==> src/rtl/sum_accumulator.sv <==
// sum_accumulator: sums BLOCK_LEN 8-bit samples into a 12-bit total, emitted as two bytes (high nibble, then low byte).
// Define SUM_ACCUMULATOR_SAT_EN to clamp the total at 4095 and raise a sticky sat_flag; otherwise the total wraps.
module sum_accumulator #(
  parameter int BLOCK_LEN = 4
) (
  input  logic       clk,
  input  logic       rst,
  input  logic [7:0] in_data,
  input  logic       in_valid,
  output logic       in_ready,
  input  logic       clear,
  output logic [7:0] out_data,
  output logic       out_valid,
  input  logic       out_ready,
  output logic       out_last,
  output logic [4:0] count,
  output logic       sat_flag
);
`ifdef SUM_ACCUMULATOR_SAT_EN
  localparam bit SAT_EN = 1'b1;
`else
  localparam bit SAT_EN = 1'b0;
`endif
  localparam logic [4:0] LEN = 5'(BLOCK_LEN);
  typedef enum logic [1:0] {IDLE, ACCUM, EMIT_HI, EMIT_LO} state_t;
  state_t      state_q, state_d;
  logic [11:0] acc_q, acc_d;
  logic [4:0]  cnt_q, cnt_d;
  logic        sat_q, sat_d;
  logic [12:0] sum;
  logic        accept;
  assign in_ready = (state_q == IDLE) || (state_q == ACCUM);
  assign accept = in_valid && in_ready;
  assign sum = {1'b0, acc_q} + {5'b0, in_data};
  assign out_valid = (state_q == EMIT_HI) || (state_q == EMIT_LO);
  assign out_last = state_q == EMIT_LO;
  assign out_data = state_q == EMIT_HI ? {4'b0, acc_q[11:8]} : state_q == EMIT_LO ? acc_q[7:0] : 8'h00;
  assign count = cnt_q;
  assign sat_flag = sat_q;
  always_comb begin
    state_d = state_q;
    acc_d = acc_q;
    cnt_d = cnt_q;
    sat_d = sat_q;
    if (clear || (state_q == EMIT_LO && out_ready)) begin
      state_d = IDLE;
      acc_d = '0;
      cnt_d = '0;
      sat_d = 1'b0;
    end else if (accept) begin
      acc_d = SAT_EN && sum[12] ? 12'hFFF : sum[11:0];
      sat_d = sat_q || (SAT_EN && sum[12]);
      cnt_d = cnt_q + 5'd1;
      state_d = cnt_d == LEN ? EMIT_HI : ACCUM;
    end else if (state_q == EMIT_HI && out_ready) begin
      state_d = EMIT_LO;
    end
  end
  always_ff @(posedge clk) begin
    if (rst) begin
      state_q <= IDLE;
      acc_q <= '0;
      cnt_q <= '0;
      sat_q <= 1'b0;
    end else begin
      state_q <= state_d;
      acc_q <= acc_d;
      cnt_q <= cnt_d;
      sat_q <= sat_d;
    end
  end
endmodule
==> config.mk <==
export PLATFORM = sky130hd
export DESIGN_NAME = sum_accumulator
export DESIGN_NICKNAME = d
export VERILOG_FILES = /design/src/rtl/sum_accumulator.sv
export SDC_FILE = /design/constraint.sdc
export NUM_CORES = 1
export LEC_CHECK = 0
export CORE_ASPECT_RATIO = 1.2
export CORE_MARGIN = 2
export CORE_UTILIZATION = 51
export CTS_BUF_LIST = sky130_fd_sc_hd__clkbuf_4 sky130_fd_sc_hd__clkbuf_8
export DETAILED_ROUTE_END_ITERATION = 8
export GPL_ROUTABILITY_DRIVEN = 0
export PLACE_DENSITY = 0.93
export SETUP_SLACK_MARGIN = 0.15
export SYNTH_ARGS = -nofsm -noshare
export SYNTH_HDL_FRONTEND = slang
export SYNTH_SLANG_ARGS = --single-unit
export TNS_END_PERCENT = 1
==> constraint.sdc <==
create_clock -name clk -period 2.58 [get_ports clk]
set_input_delay 0.387 -clock clk [delete_from_list [all_inputs] [get_ports clk]]
set_output_delay 0.387 -clock clk [all_outputs]
set_load 0.01 [all_outputs]
==> impl_metrics.yaml <==
outcome:
  status: "finished clean"
clock_tree:
  numCtsBuffers: 3
  cts_hold_buf: 0
  clkSinkCount: 19
  postCtsSetupBuffers: 0
  clkLatencyLatePin_ns: 0.30
  cts_resized: 0
  h-tree-depth: 1
  clock_tree.root_cell: "clkbuf_4"
  cts_buffer_depth: 2
  clkTransAtPathRegs_ns: 0.11
  cts_tree: "built"
setup_path:
  cp_max_fo: 5
  worst_ep_arrival_time_ns: 2.45
  endpoint_kind: "flip-flop"
  reg2reg_depth: 5
  critPathLaunchType: "input port"
  reg2reg_from: "acc_q[1]$_SDFFE_PP0P_"
  r2r-end: "acc_q[7]$_SDFFE_PP0P_"
  reg2reg_slack_ns: 0.49
  critical_path_class: "in -> reg"
  required_ns: 2.77
global_route:
  grt_pass1_vias: 1162
  grt_pass1_wl_um: 5210
  track_usage_pct: 23.5
  antenna_found_initial: 0
  grt_max_degree: 20
  grt-ovfl-total: 0
place:
  numPortBuffers: 28
  dp_hpwl_um: 2260
  placed_cells: 197
routing:
  drt_iter0_drc: 24
  drcViolationCount: 0
  wl_um: 3020
  via_per_inst: 5.97
  vias: 1200
  drtAntennaViolNets: 0
  first_pass_iters: 4
  post_drt_wl_per_cell_um: 15.0
synth:
  synth_top_area_cell: "dfxtp_1"
  synth_area_leaders: "dfxtp_1 (31%), ha_1 (9.3%), nand2_1 (4.6%)"
  syn-cell-area_mm2: 0.00121
  synth_async_sr_flop_share_pct: 0
  synth_ff_type: "dfxtp_1"
  netlist.area_leader.share_pct: 31.3
  synthCells: 145
  synth_edf_count: 0
  synth.distinct_cells: 39
  ys_ff_latch: 19
  synth_fp_nets: 168
  yosysWarnings: 0
  seq_area_frac_synth_pct: 31.3
  synth.avg_cell_area_um2: 8.38
sta:
  fin_crit_sh_pct: 87.5
  min_period_ns: 2.26
  fin_setup_tns_ns: 0
  hold_viol: 0
  fmax_mhz: 443
  max-slew-margin-rel_pct: 49.0
  finalClockSkew_ns: 0.00424
  worstMarginPinSlew_ns: 0.746
  slew_violations: 0
  rsz0062_at_grt: "no"
  finalSetupViolations: 0
min_path:
  holdPathStages: 2
  whs_endpoint: "acc_q[5]$_SDFFE_PP0P_"
  min-delay-path-class: "reg -> reg"
  min_from: "acc_q[5]$_SDFFE_PP0P_"
power:
  irDropWorstVdd_mv: 0.397
  p_leak_uw: 0.000606
  power_density_mw_per_mm2: 381
flow_run:
  cap_viol_max_count: 0
floorplanning:
  coreArea_mm2: 0.00228
  ioPinCount: 30
  die_h_um: 57.5
  die_area_mm2: 0.00279
  rows: 19
  die_w_um: 48.6
  initial_core_util_pct: 53.2
cells_and_area:
  drive_gt1_share_pct: 4.71
  final_cells: 201
  area_growth_pct: 26.3
  final_nets: 194
  utilization_pct: 67.2
  diodes: 0
## cells in the mapped netlist, types with 5 or more instances
master	instances
a21oi_1	9
and3_1	6
clkbuf_1	7
dfxtp_1	19
ha_1	9
nand2_1	15
nand3_1	8
nor2_1	11
o21ai_0	5
or3_1	5
## worst max-delay path: stages
cell and delay [ns]:
clkdlybuf4s50_1 0.46, ha_1 0.31, a211o_1 0.32, a2111oi_0 0.69, or3_1 0.21, nand3_1 0.07
## flip-flops by register name (all words and copies together) (netlist names)
register / count
acc_q: 12
count: 5
state_q: 2
## worst max-delay path by stage
stage / startpoint / end / slack, ns
after floorplan: in_data[0] / acc_q[10]$_SDFFE_PP0P_ / 0.68
after global placement: in_data[0] / acc_q[8]$_SDFFE_PP0P_ / 0.18
after detailed placement: in_data[0] / acc_q[8]$_SDFFE_PP0P_ / 0.08
after CTS: in_data[1] / acc_q[7]$_SDFFE_PP0P_ / 0.40
after global routing: in_data[0] / acc_q[10]$_SDFFE_PP0P_ / 0.20
final: in_data[1] / acc_q[7]$_SDFFE_PP0P_ / 0.32
## kinds of logic after synthesis
kind of cell | share of synthesized area (%)
mux | 3.30
flops | 31.3
compound gates | 22.0
fa+ha+maj | 10.9
xor+xnor | 3.61
other cells | 0.309
buf+inv | 4.02
simple gates | 24.5
## final cells by class
type / instances / area, µm²
multi-input cells: 116 / 786
clock buffers: 4 / 30.0
flip-flops and latches: 19 / 380
well taps: 31 / 38.8
inverters: 1 / 3.75
repair buffers: 30 / 295
fillers: 211 / 748
## layer usage
metal	track usage (%)	share of wire, %	wire, µm	vias up
met3	4.19	3.6	110	4
met5	0	0	0	-
met1	26.6	42	1280	581
li1	-	-	-	592
met4	11.4	1.5	45	0
met2	42.9	53	1590	23
## where the power goes
group	total (µW)	switching, µW	internal (µW)
sequential	310	9.09	301
combinational	111	58.7	52.6
clock	163	92.3	70.7
total	584	160	424
## through the flow
stage | power (µW) | instance area [µm²] | hold slack, ns | setup WS, ns
floorplan | 386 | 1210 | 0.448 | 0.682
global placement | 420 | 1500 | 0.465 | 0.184
detailed placement | 426 | 1500 | 0.479 | 0.0764
CTS | 587 | 1530 | 0.494 | 0.404
global route | 611 | 1530 | 0.511 | 0.204
finish | 584 | 1530 | 0.491 | 0.322
## cells in the final DEF (no fill, tap or decap), types with 3 or more instances in the layout
cell type and count:
clkbuf_4 4, ha_1 9, mux2i_1 4, o21ai_0 5
nand2_1 15, and3_1 6, xor2_1 3, clkdlybuf4s50_1 28
or3_1 5, dfxtp_1 19, a21o_1 4, nand4_1 4
a221oi_1 3, nor2_1 11, nand3_1 8, a21oi_1 9
(Power assumes the default switching activity.)
